[config.mk]
export PLATFORM = sky130hd
export DESIGN_NAME = instr_fetch_flat
export DESIGN_NICKNAME = d
export VERILOG_FILES = /design/src/rtl/instr_fetch_if.sv /design/src/rtl/instr_fetch.sv /design/src/flat_wrapper.sv
export SDC_FILE = /design/constraint.sdc
export NUM_CORES = 1
export LEC_CHECK = 0
export CORE_MARGIN = 5
export CORE_UTILIZATION = 41
export CTS_BUF_LIST = sky130_fd_sc_hd__clkbuf_4 sky130_fd_sc_hd__clkbuf_8 sky130_fd_sc_hd__clkbuf_16
export DETAILED_ROUTE_END_ITERATION = 10
export PLACE_DENSITY = 0.9
export SLEW_MARGIN = 0
export SYNTH_ARGS = -nofsm -noshare
export SYNTH_HDL_FRONTEND = slang
export SYNTH_SLANG_ARGS = --single-unit
export TNS_END_PERCENT = 10
[constraint.sdc]
create_clock -name clk -period 3 [get_ports clk]
set_input_delay 0.6 -clock clk [delete_from_list [all_inputs] [get_ports clk]]
set_output_delay 0.6 -clock clk [all_outputs]
set_load 0.01 [all_outputs]
[src/rtl/instr_fetch_if.sv]
// Fetch-stage bundle: instruction-memory handshake, execute redirect and the decode hand-off.
// The master modport is the fetch stage; the slave modport is its environment (memory, execute, decode).
interface instr_fetch_if #(
  parameter int XLEN = 32
);
  logic            imem_req;
  logic [XLEN-1:0] imem_addr;
  logic            imem_gnt;
  logic            imem_rvalid;
  logic [XLEN-1:0] imem_rdata;

  logic            redirect;
  logic [XLEN-1:0] redirect_pc;

  logic            instr_valid;
  logic [XLEN-1:0] instr;
  logic [XLEN-1:0] pc;
  logic [XLEN-1:0] pc_plus4;
  logic            instr_ready;

  logic            misalign_fault;

  modport master (
    output imem_req, imem_addr, instr_valid, instr, pc, pc_plus4, misalign_fault,
    input  imem_gnt, imem_rvalid, imem_rdata, redirect, redirect_pc, instr_ready
  );

  modport slave (
    input  imem_req, imem_addr, instr_valid, instr, pc, pc_plus4, misalign_fault,
    output imem_gnt, imem_rvalid, imem_rdata, redirect, redirect_pc, instr_ready
  );
endinterface

[src/rtl/instr_fetch.sv]
// Non-pipelined instruction fetch: one outstanding imem request, registered hand-off to decode,
// redirect handling with drain of an in-flight response, and a sticky misaligned-target fault.
module instr_fetch #(
  parameter int              XLEN      = 32,
  parameter logic [XLEN-1:0] RESET_PC  = '0,
  parameter logic [XLEN-1:0] NOP_INSTR = XLEN'(32'h0000_0013)
) (
  input logic           clk,
  input logic           rst_n,
  instr_fetch_if.master bus
);

  typedef enum logic [2:0] {
    S_FETCH,
    S_WAIT,
    S_HOLD,
    S_DRAIN,
    S_FAULT
  } state_t;

  state_t          state;
  logic [XLEN-1:0] pc_q;
  logic [XLEN-1:0] instr_q;
  logic            req_q;
  logic            valid_q;
  logic            fault_q;

  logic            gnt_q;
  logic            misaligned;
  logic            redirect_drain;

  // A grant only counts while a request is actually being driven (e.g. not in the
  // first cycle after reset, where imem_req is still low).
  assign gnt_q      = bus.imem_gnt & req_q;
  assign misaligned = |bus.redirect_pc[1:0];

  // A redirect must drain when a granted request's response is still owed.
  always_comb begin
    redirect_drain = 1'b0;
    case (state)
      S_FETCH: redirect_drain = gnt_q;
      S_WAIT:  redirect_drain = ~bus.imem_rvalid;
      S_DRAIN: redirect_drain = ~bus.imem_rvalid;
      default: redirect_drain = 1'b0;
    endcase
  end

  // NOTE: all state uses non-blocking assignments so every register samples the
  // pre-edge values of its peers; blocking here would create ordering-dependent logic.
  always_ff @(posedge clk) begin
    if (!rst_n) begin
      state   <= S_FETCH;
      pc_q    <= RESET_PC;
      instr_q <= NOP_INSTR;
      req_q   <= 1'b0;
      valid_q <= 1'b0;
      fault_q <= 1'b0;
    end else if (state == S_FAULT) begin
      // Sticky until reset: rvalid and redirect are ignored, outputs stay quiet.
      req_q   <= 1'b0;
      valid_q <= 1'b0;
      fault_q <= 1'b1;
    end else if (bus.redirect && misaligned) begin
      state   <= S_FAULT;
      pc_q    <= bus.redirect_pc;
      instr_q <= NOP_INSTR;
      req_q   <= 1'b0;
      valid_q <= 1'b0;
      fault_q <= 1'b1;
    end else if (bus.redirect) begin
      // Redirect beats instr_ready in HOLD, so the target replaces pc+4.
      state   <= redirect_drain ? S_DRAIN : S_FETCH;
      pc_q    <= bus.redirect_pc;
      instr_q <= NOP_INSTR;
      req_q   <= ~redirect_drain;
      valid_q <= 1'b0;
    end else begin
      case (state)
        S_FETCH: begin
          if (gnt_q) begin
            state <= S_WAIT;
            req_q <= 1'b0;
          end else begin
            req_q <= 1'b1;
          end
        end
        S_WAIT: begin
          if (bus.imem_rvalid) begin
            state   <= S_HOLD;
            instr_q <= bus.imem_rdata;
            valid_q <= 1'b1;
          end
        end
        S_HOLD: begin
          if (bus.instr_ready) begin
            state   <= S_FETCH;
            pc_q    <= bus.pc_plus4;
            instr_q <= NOP_INSTR;
            valid_q <= 1'b0;
            req_q   <= 1'b1;
          end
        end
        S_DRAIN: begin
          if (bus.imem_rvalid) begin
            state <= S_FETCH;
            req_q <= 1'b1;
          end
        end
        default: begin
          state <= S_FETCH;
          req_q <= 1'b0;
        end
      endcase
    end
  end

  assign bus.imem_req       = req_q;
  assign bus.imem_addr      = pc_q;
  assign bus.pc             = pc_q;
  assign bus.pc_plus4       = pc_q + XLEN'(4);
  assign bus.instr          = instr_q;
  assign bus.instr_valid    = valid_q;
  assign bus.misalign_fault = fault_q;

endmodule
[src/flat_wrapper.sv]
// flat-port wrapper written by rule: the top's interface ports become plain ports
module instr_fetch_flat 
#(
  parameter int              XLEN      = 32,
  parameter logic [XLEN-1:0] RESET_PC  = '0,
  parameter logic [XLEN-1:0] NOP_INSTR = XLEN'(32'h0000_0013)
)
  (clk, rst_n, bus_imem_req, bus_imem_addr, bus_instr_valid, bus_instr, bus_pc, bus_pc_plus4, bus_misalign_fault, bus_imem_gnt, bus_imem_rvalid, bus_imem_rdata, bus_redirect, bus_redirect_pc, bus_instr_ready);
  instr_fetch_if #(.XLEN(XLEN)) bus_i ();
  input logic clk;
  input logic rst_n;
  output wire logic [$bits(bus_i.imem_req)-1:0] bus_imem_req;
  output wire logic [$bits(bus_i.imem_addr)-1:0] bus_imem_addr;
  output wire logic [$bits(bus_i.instr_valid)-1:0] bus_instr_valid;
  output wire logic [$bits(bus_i.instr)-1:0] bus_instr;
  output wire logic [$bits(bus_i.pc)-1:0] bus_pc;
  output wire logic [$bits(bus_i.pc_plus4)-1:0] bus_pc_plus4;
  output wire logic [$bits(bus_i.misalign_fault)-1:0] bus_misalign_fault;
  input wire logic [$bits(bus_i.imem_gnt)-1:0] bus_imem_gnt;
  input wire logic [$bits(bus_i.imem_rvalid)-1:0] bus_imem_rvalid;
  input wire logic [$bits(bus_i.imem_rdata)-1:0] bus_imem_rdata;
  input wire logic [$bits(bus_i.redirect)-1:0] bus_redirect;
  input wire logic [$bits(bus_i.redirect_pc)-1:0] bus_redirect_pc;
  input wire logic [$bits(bus_i.instr_ready)-1:0] bus_instr_ready;
  assign bus_imem_req = bus_i.imem_req;
  assign bus_imem_addr = bus_i.imem_addr;
  assign bus_instr_valid = bus_i.instr_valid;
  assign bus_instr = bus_i.instr;
  assign bus_pc = bus_i.pc;
  assign bus_pc_plus4 = bus_i.pc_plus4;
  assign bus_misalign_fault = bus_i.misalign_fault;
  assign bus_i.imem_gnt = bus_imem_gnt;
  assign bus_i.imem_rvalid = bus_imem_rvalid;
  assign bus_i.imem_rdata = bus_imem_rdata;
  assign bus_i.redirect = bus_redirect;
  assign bus_i.redirect_pc = bus_redirect_pc;
  assign bus_i.instr_ready = bus_instr_ready;
  instr_fetch #(.XLEN(XLEN), .RESET_PC(RESET_PC), .NOP_INSTR(NOP_INSTR)) u_core (.clk(clk), .rst_n(rst_n), .bus(bus_i));
endmodule
**Word-level counts from Yosys, hierarchy flattened**

Cells that the tools add are included.

- Output and inout bits: 131
- Bits in registers: 70
- Input bits: 70

- Reductions and logical operators: 16
- Eq/ne operators: 13
- Add/subtract/negate cells: 1
- Bitwise gates (word level): 5
- Muxes and demuxes: 27

Operators by type and width:

| operator | count |
|---|---|
| $mux 32 | 8 |
| $pmux 32 s2 | 1 |
| $add 32x3->32 const B | 1 |
| $mux 3 | 6 |
| $ne 4x3->1 const B | 3 |
| $pmux 3 s4 | 1 |
| $reduce_and 3->1 | 3 |
| $mux 1 | 7 |
| $eq 3x2->1 const B | 2 |
| $ne 2x2->1 const B | 3 |
| $ne 3x3->1 const B | 2 |
| $reduce_bool 3->1 | 2 |
| $reduce_and 5->1 | 1 |
| $ne 4x2->1 const B | 1 |
| $not 1->1 | 4 |
| $pmux 1 s2 | 2 |
| $pmux 1 s4 | 1 |
| $reduce_and 4->1 | 1 |
| $reduce_bool 2->1 | 2 |
| $reduce_bool 4->1 | 1 |
| $reduce_or 2->1 | 2 |
| $reduce_or 4->1 | 1 |
| $eq 3x1->1 const B | 1 |
| $eq 3x3->1 const B | 1 |
| 5 further kinds | 5 |

**Depth between registers and ports, before layout**

Gate-level depths: netlist (run 1).

- Depth after elaboration: 6
- Mapped depth: 9
- Gate-level depth less buffers: 6

**Least setup slack after synthesis (run 1)**

OpenSTA, ideal clock, no wires.

- Kind: register to output
- Start: register u_core.pc_q[2], in the netlist u_core.bus.imem_addr[2]
- End: output port bus_pc_plus4[20]
- Setup slack: 477 ps
- Data arrival time: 1923 ps
- Data required time: 2400 ps
- Cell stages (with the launch flop): 6
- Path through: dfxtp_1 > ha_1 > nand3_1 > nor4b_1 > nand3_1 > xnor2_1

- Word-level cells in the longest chain between the ends: 1

RTL lines:

| item | line | source |
|---|---|---|
| start, declared | instr_fetch.sv:22 | `logic [XLEN-1:0] pc_q;` |
| start signal, assigned | instr_fetch.sv:65 | `pc_q <= bus.redirect_pc;` |
| start signal, assigned | instr_fetch.sv:73 | `pc_q <= bus.redirect_pc;` |
| start signal, assigned | instr_fetch.sv:97 | `pc_q <= bus.pc_plus4;` |
| $add 32x3->32 | instr_fetch.sv:120 | `assign bus.pc_plus4 = pc_q + XLEN'(4);` |
| end, declared | flat_wrapper.sv:17 | `output wire logic [$bits(bus_i.pc_plus4)-1:0] bus_pc_plus4;` |

Every way passes these cells.

**Worst setup path after layout (run 1)**

- Start: register u_core.pc_q[13], in the netlist u_core.bus.imem_addr[13]
- End: output port bus_pc_plus4[30]

The elaborated chain is that of the path after synthesis.

==> impl_metrics.py, run 1 <==
metrics = {
    "logic_synthesis": {
        "netlist_area_mm2": 0.00413,
        "synth_area_leaders": "dfxtp_1 34%, nand3_1 8.8%, buf_4 6.2%",
        "synth_commonest_cells": "73 x nand3_1, 70 x dfxtp_1, 64 x nand2_1",
        "synth_cell_types": 53,
        "synth.top_cell.area_share_pct": 33.9,
        "yosysMostFrequentCell": "nand3_1",
        "synth_flop_cell": "dfxtp_1",
        "synth_nets": 618,
        "synth_edf_count": 0,
        "ys_ff_latch": 70,
        "yosysSeqAreaShare_pct": 33.9,
        "synth-async-reset-ratio_pct": 0,
        "syn_area_per_cell_um2": 7.55,
        "yosys.area.top_type": "dfxtp_1",
        "netlist_instances": 547,
        "yosys_warnings": 0,
    },
    "worst_setup_path": {
        "crit_arrival_ns": 2.41,
        "critPathKind": "flip-flop to primary output",
        "crit_buf_inv": 2,
        "critPathTopFamily": "buffers and inverters",
        "critPathCaptureType": "primary output",
        "r2r_end": "u_core.bus.imem_addr[16]",
        "r2r_start": "u_core.state[2]",
        "r2r_cells": 5,
        "path_max_fanout": 6,
        "max_stage_delay_ns": 0.57,
        "cp-start-kind": "flip-flop",
        "endpoint": "bus_pc_plus4[30]",
        "worstSetupPathDepth": 6,
        "cpMaxStageDelayCell": "clkdlybuf4s50_1",
        "crit_start": "u_core.bus.imem_addr[13]",
        "cp_cell_sequence": "nand4_1, buf_4, nor4_1, nand3_1, xnor2_1, clkdlybuf4s50_1",
        "cp_data_required_time_ns": 2.40,
        "r2r_slack_ns": 0.86,
    },
    "timing": {
        "min_period_ns": 3.01,
        "setup_ws_ns": -0.0122,
        "rsz0062_at_grt": "yes",
        "setup_viol": 1,
        "skew_ns": 0.0118,
        "period_share_pct": 100,
        "fmax_ghz": 0.332,
        "hold_viol": 0,
        "max_slew_margin_pct": 13.9,
        "finalMaxSlewViolations": 0,
        "tightestPinTransition_ns": 1.29,
    },
    "grt": {
        "grt_first_pass_wirelength_um": 23000,
        "grt_max_degree": 48,
        "grt_antenna_before_repair": 0,
        "overflow": 0,
        "grt_pass1_vias": 4603,
        "grt_util_all_layers_pct": 23.5,
    },
    "finish": {
        "n_antenna_cell": 0,
        "final_nets": 782,
        "syn_to_final_growth_pct": 55.2,
        "drive_gt1_share_pct": 11.2,
        "num-fill-cells": 835,
        "final_cells": 849,
    },
    "detailed_routing": {
        "viasPerCell": 5.60,
        "drt-total-wl_um": 14900,
        "firstDrtPassIters": 6,
        "vias": 4754,
        "wl_per_cell_um": 17.5,
        "highest_layer": "met4",
        "drc": 0,
        "wl_met1_um": 5770,
        "antenna_left": 0,
        "drtIter0Drc": 335,
        "met3_length_um": 1140,
        "route.met2.wl_um": 7600,
    },
    "clock_network": {
        "clock_sinks": 70,
        "cts_max_level": 3,
        "numCtsBuffers": 9,
        "cts_tree": "yes",
        "clk_pin_slew_worst_paths_ns": 0.08,
        "hold_buffers": 0,
        "clkLatencyLatePin_ns": 0.34,
        "clockRootBuffer": "clkbuf_8",
        "clockBufferDepth": 2,
    },
    "floorplanning": {
        "dieWidth_um": 110,
        "coreArea_mm2": 0.00982,
        "dieArea_mm2": 0.0122,
        "initial_core_util_pct": 42.1,
        "die_h_um": 110,
        "ioPinCount": 201,
        "num_rows": 36,
    },
    "pwr": {
        "total_power_mw": 2.56,
        "p_per_area_mw_per_mm2": 399,
        "leakage_nw": 2.46,
        "ir_drop_uv": 262,
    },
    "min_path": {
        "hold_path.class": "flip-flop to flip-flop",
    },
    "outcome": {
        "status": "finished with violations",
        "violations": "negative setup slack",
    },
    "place": {
        "io_buffer_count": 200,
        "post-place-ws_ns": 0.0171,
        "dp_cells": 830,
        "place.gp.congestion": 0.865,
        "dp_hpwl_um": 10900,
    },
    "run": {
        "max-cap-violations": 0,
    },
}
## per-layer routing
| layer | vias to the layer above | track usage, % |
|---|---|---|
| li1 | 2255 | - |
| met1 | 2230 | 28.1 |
| met2 | 234 | 41.2 |
| met3 | 35 | 5.53 |
| met4 | 0 | 8.18 |
| met5 | - | 0 |
## layout make-up
cell class	instances	area [µm²]	share of cell area (%)
flip-flops and latches	70	1420	22.2
clock buffers	10	138	2.15
multi-input cells	392	2310	36.1
well taps	133	166	2.60
repair buffers	232	2280	35.6
inverters	6	22.5	0.351
clock inverters	6	68.8	1.07
## what timing repair did
item                                    CTS  global route
pin swaps                                 4             2
gates resized for setup                  15            15
endpoints found under the setup margin   18            16
setup buffers                             3             0
## power breakdown
group          internal (mW)  switching (mW)  total [mW]  leakage (nW)
Sequential             0.988          0.0748        1.06         0.578
Combinational          0.371           0.325       0.696          1.78
Clock                  0.413           0.384       0.797         0.103
## through the flow
step           instance area (µm²)  utilization [%]  setup TNS (ns)  hold slack [ns]
2_1_floorplan                 4130                -               0            0.476
3_3_place_gp                  6090             62.0               0            0.438
3_5_place_dp                  6090             62.0               0            0.447
4_1_cts                       6380             65.0               0            0.459
5_1_grt                       6410             65.3          -0.478            0.478
6_report                      6410             65.3         -0.0122            0.457
## sequential cells by signal, summed over array words and instances (netlist names)
| signal | cells |
|---|---|
| u_core.bus.imem_addr | 32 |
| u_core.bus.instr | 32 |
| u_core.state | 3 |
| u_core.bus.imem_req | 1 |
| u_core.bus.instr_valid | 1 |
| u_core.bus.misalign_fault | 1 |
## placed cells by master (no fill, tap or decap), types with 7 or more instances in the layout
cell	netlist	routed
nand2_1	64	64
xor2_1	13	13
a31oi_1	11	11
dfxtp_1	70	59
nand3_1	73	71
nor2_1	34	33
xnor2_1	14	14
buf_4	34	30
and3_1	9	8
dlymetal6s2s_1	0	7
nand4_1	8	8
clkbuf_8	0	10
a21oi_1	49	48
o21ai_0	25	25
clkdlybuf4s50_1	0	192
dfxtp_2	0	8
## worst min-delay path by stage
stage	startpoint	end	slack [ns]	depth (start not counted)
2_1_floorplan	u_core.bus.instr[10]	u_core.bus.instr[10]	0.48	2
3_3_place_gp	u_core.bus.instr[11]	u_core.bus.instr[11]	0.44	2
3_5_place_dp	u_core.bus.instr[28]	u_core.bus.instr[28]	0.45	2
4_1_cts	u_core.bus.instr[28]	u_core.bus.instr[28]	0.46	2
5_1_grt	u_core.bus.instr[19]	u_core.bus.instr[19]	0.48	2
6_report	u_core.bus.instr[12]	u_core.bus.instr[12]	0.46	2
## worst register-to-register path: stages, from the launching register on
cell	delay, ns
dfxtp_1	0.51
or3b_1	0.57
a21o_1	0.33
nand2_1	0.38
a21oi_1	0.09
a21o_1	0.16
## logic make-up after synthesis
kind of cell	Yosys count	synth area share [%]
mux	2	0.485
xor+xnor	27	5.72
fa+ha+maj	1	0.303
compound gates	127	18.8
flops	70	33.9
buf+inv	85	11.2
simple gates	235	29.5
(Power assumes the default switching activity.)
==> inputs of run 2 (changes only) <==
--- a/config.mk
+++ b/config.mk
@@ -6,10 +6,10 @@
 export NUM_CORES = 1
 export LEC_CHECK = 0
 export CORE_MARGIN = 5
-export CORE_UTILIZATION = 41
+export CORE_UTILIZATION = 37
 export CTS_BUF_LIST = sky130_fd_sc_hd__clkbuf_4 sky130_fd_sc_hd__clkbuf_8 sky130_fd_sc_hd__clkbuf_16
 export DETAILED_ROUTE_END_ITERATION = 10
-export PLACE_DENSITY = 0.9
+export PLACE_DENSITY = 0.86
 export SLEW_MARGIN = 0
 export SYNTH_ARGS = -nofsm -noshare
 export SYNTH_HDL_FRONTEND = slang
==> constraint.sdc (replaced) <==
create_clock -name clk -period 2.6 [get_ports clk]
set_input_delay 0.52 -clock clk [delete_from_list [all_inputs] [get_ports clk]]
set_output_delay 0.52 -clock clk [all_outputs]
set_load 0.01 [all_outputs]
==> run 2 against run 1 <==
The run now ends clean. Combinational power grew 20%. Largest cell class is now non-clock buffers. Cell count rose by 3.5%. Routed wire length shrank 0.26%. Register-to-register slack lost 0.46 ns. Die area rose by 9.8%. Largest power group unchanged. First-iteration DRC count up 29%. Clock-buffer cell count decreased by 1. Final area grew 3.0%. Worst setup slack better by 0.029 ns. Worst hold slack hardly changed. Clock power up 24%. Via count grew 2.0%.
==> impl_metrics.py, run 2 (synthesized netlist as in run 1, its figures left out) <==
metrics = {
    "outcome": {
        "status": "finished clean",
    },
    "timing": {
        "finalMaxSlewViolations": 0,
        "setup_ws_ns": 0.0170,
        "fmax_ghz": 0.387,
        "period_share_pct": 99.3,
        "hold_viol": 0,
        "skew_ns": 0.0165,
        "tightestPinTransition_ns": 0.481,
        "min_period_ns": 2.58,
        "setup_viol": 0,
        "rsz0062_at_grt": "yes",
        "max_slew_margin_pct": 67.5,
    },
    "clock_network": {
        "clkLatencyLatePin_ns": 0.35,
        "clock_sinks": 70,
        "numCtsBuffers": 9,
        "clockBufferDepth": 2,
        "clockRootBuffer": "clkbuf_8",
        "cts_tree": "yes",
        "cts_max_level": 3,
        "clk_pin_slew_worst_paths_ns": 0.09,
    },
    "worst_setup_path": {
        "r2r_end": "u_core.bus.imem_addr[17]",
        "r2r_cells": 4,
        "critPathCaptureType": "primary output",
        "r2r_start": "u_core.state[1]",
        "path_max_fanout": 5,
        "endpoint": "bus_pc_plus4[30]",
        "r2r_slack_ns": 0.40,
        "crit_arrival_ns": 2.06,
        "cp-start-kind": "flip-flop",
        "critPathKind": "flip-flop to primary output",
        "cp_data_required_time_ns": 2.08,
        "crit_start": "u_core.bus.imem_addr[17]",
    },
    "finish": {
        "drive_gt1_share_pct": 15.3,
        "syn_to_final_growth_pct": 59.8,
        "n_antenna_cell": 0,
        "final_nets": 805,
        "final_cell_mix": "175 x clkdlybuf4s50_1, 71 x nand3_1, 64 x nand2_1",
        "final_common_cell": "clkdlybuf4s50_1",
        "final_area_mm2": 0.00660,
    },
    "detailed_routing": {
        "drc": 0,
        "vias": 4848,
        "wl_per_cell_um": 16.9,
        "drt-total-wl_um": 14800,
        "viasPerCell": 5.52,
        "drtIter0Drc": 432,
        "antenna_left": 0,
        "firstDrtPassIters": 5,
    },
    "pwr": {
        "leakage_nw": 2.60,
        "ir_drop_uv": 281,
        "p_per_area_mw_per_mm2": 459,
    },
    "floorplanning": {
        "num_rows": 38,
        "dieArea_mm2": 0.0134,
        "dieWidth_um": 116,
        "die_h_um": 116,
        "coreArea_mm2": 0.0109,
        "initial_core_util_pct": 37.9,
        "ioPinCount": 201,
    },
    "place": {
        "post-place-ws_ns": -0.0649,
        "placed_area_mm2": 0.00627,
        "io_buffer_count": 200,
        "place.gp.congestion": 0.885,
        "dp_hpwl_um": 11000,
    },
    "grt": {
        "grt_max_degree": 61,
        "grt_first_pass_wirelength_um": 22700,
        "grt_antenna_before_repair": 0,
        "overflow": 0,
        "grt_util_all_layers_pct": 21.0,
        "grt_pass1_vias": 4558,
    },
    "run": {
        "max-cap-violations": 0,
    },
    "min_path": {
        "hold_path.class": "flip-flop to flip-flop",
        "min_path_cells": 2,
    },
}
-- run 2: worst min path at each step --
stage	startpoint	to	slack (ns)
6_report	u_core.bus.instr[31]	u_core.bus.instr[31]	0.46
4_1_cts	u_core.bus.instr[16]	u_core.bus.instr[16]	0.46
5_1_grt	u_core.bus.instr[28]	u_core.bus.instr[28]	0.48
3_3_place_gp	u_core.bus.instr[19]	u_core.bus.instr[19]	0.44
2_1_floorplan	u_core.bus.instr[10]	u_core.bus.instr[10]	0.48
3_5_place_dp	u_core.bus.instr[16]	u_core.bus.instr[16]	0.45
-- run 2: layout make-up --
| class | count | area (µm²) |
|---|---|---|
| clock buffers | 9 | 124 |
| multi-input cells | 392 | 2350 |
| repair buffers | 255 | 2420 |
| inverters | 6 | 22.5 |
| flip-flops and latches | 70 | 1420 |
| well taps | 140 | 175 |
| fillers | 947 | 4290 |
| clock inverters | 7 | 96.3 |
-- run 2: routing by layer --
| layer | vias to the layer above | track usage, % | part of all wire (%) |
|---|---|---|---|
| met5 | - | 0 | 0 |
| met4 | 0 | 8.20 | 2.4 |
| met3 | 29 | 5.27 | 8.9 |
| met2 | 234 | 35.9 | 50 |
| met1 | 2284 | 25.4 | 38 |
| li1 | 2301 | - | - |
-- run 2: critical path: stages (launching register included) --
cell and delay, ns:
dfxtp_2 0.37, nand4_1 0.20, buf_4 0.22, nor2_4 0.18, buf_4 0.16, nand3_1 0.12, xnor2_1 0.17, clkdlybuf4s15_1 0.28
-- run 2: where the power goes --
group	switching (mW)	leakage, nW	internal, mW
Clock	0.447	0.114	0.543
Sequential	0.0679	0.576	1.14
Combinational	0.394	1.91	0.441
Total	0.909	2.60	2.12
-- run 2: through the flow --
stage | TNS (ns) | power, mW | utilization [%] | hold slack (ns) | cells
floorplan | 0 | 1.62 | - | 0.476 | 547
global placement | -0.0280 | 2.05 | 57.6 | 0.437 | 857
detailed placement | -0.0888 | 2.07 | 57.6 | 0.448 | 857
CTS | -0.174 | 3.05 | 60.1 | 0.458 | 877
global route | -0.259 | 3.18 | 60.6 | 0.480 | 879
finish | 0 | 3.03 | 60.6 | 0.456 | 879
-- run 2: timing repair --
action,CTS,global route
pin swaps,2,0
setup endpoints to repair,23,22
buffers inserted,4,2
hold buffers,0,0
resized for setup,49,24
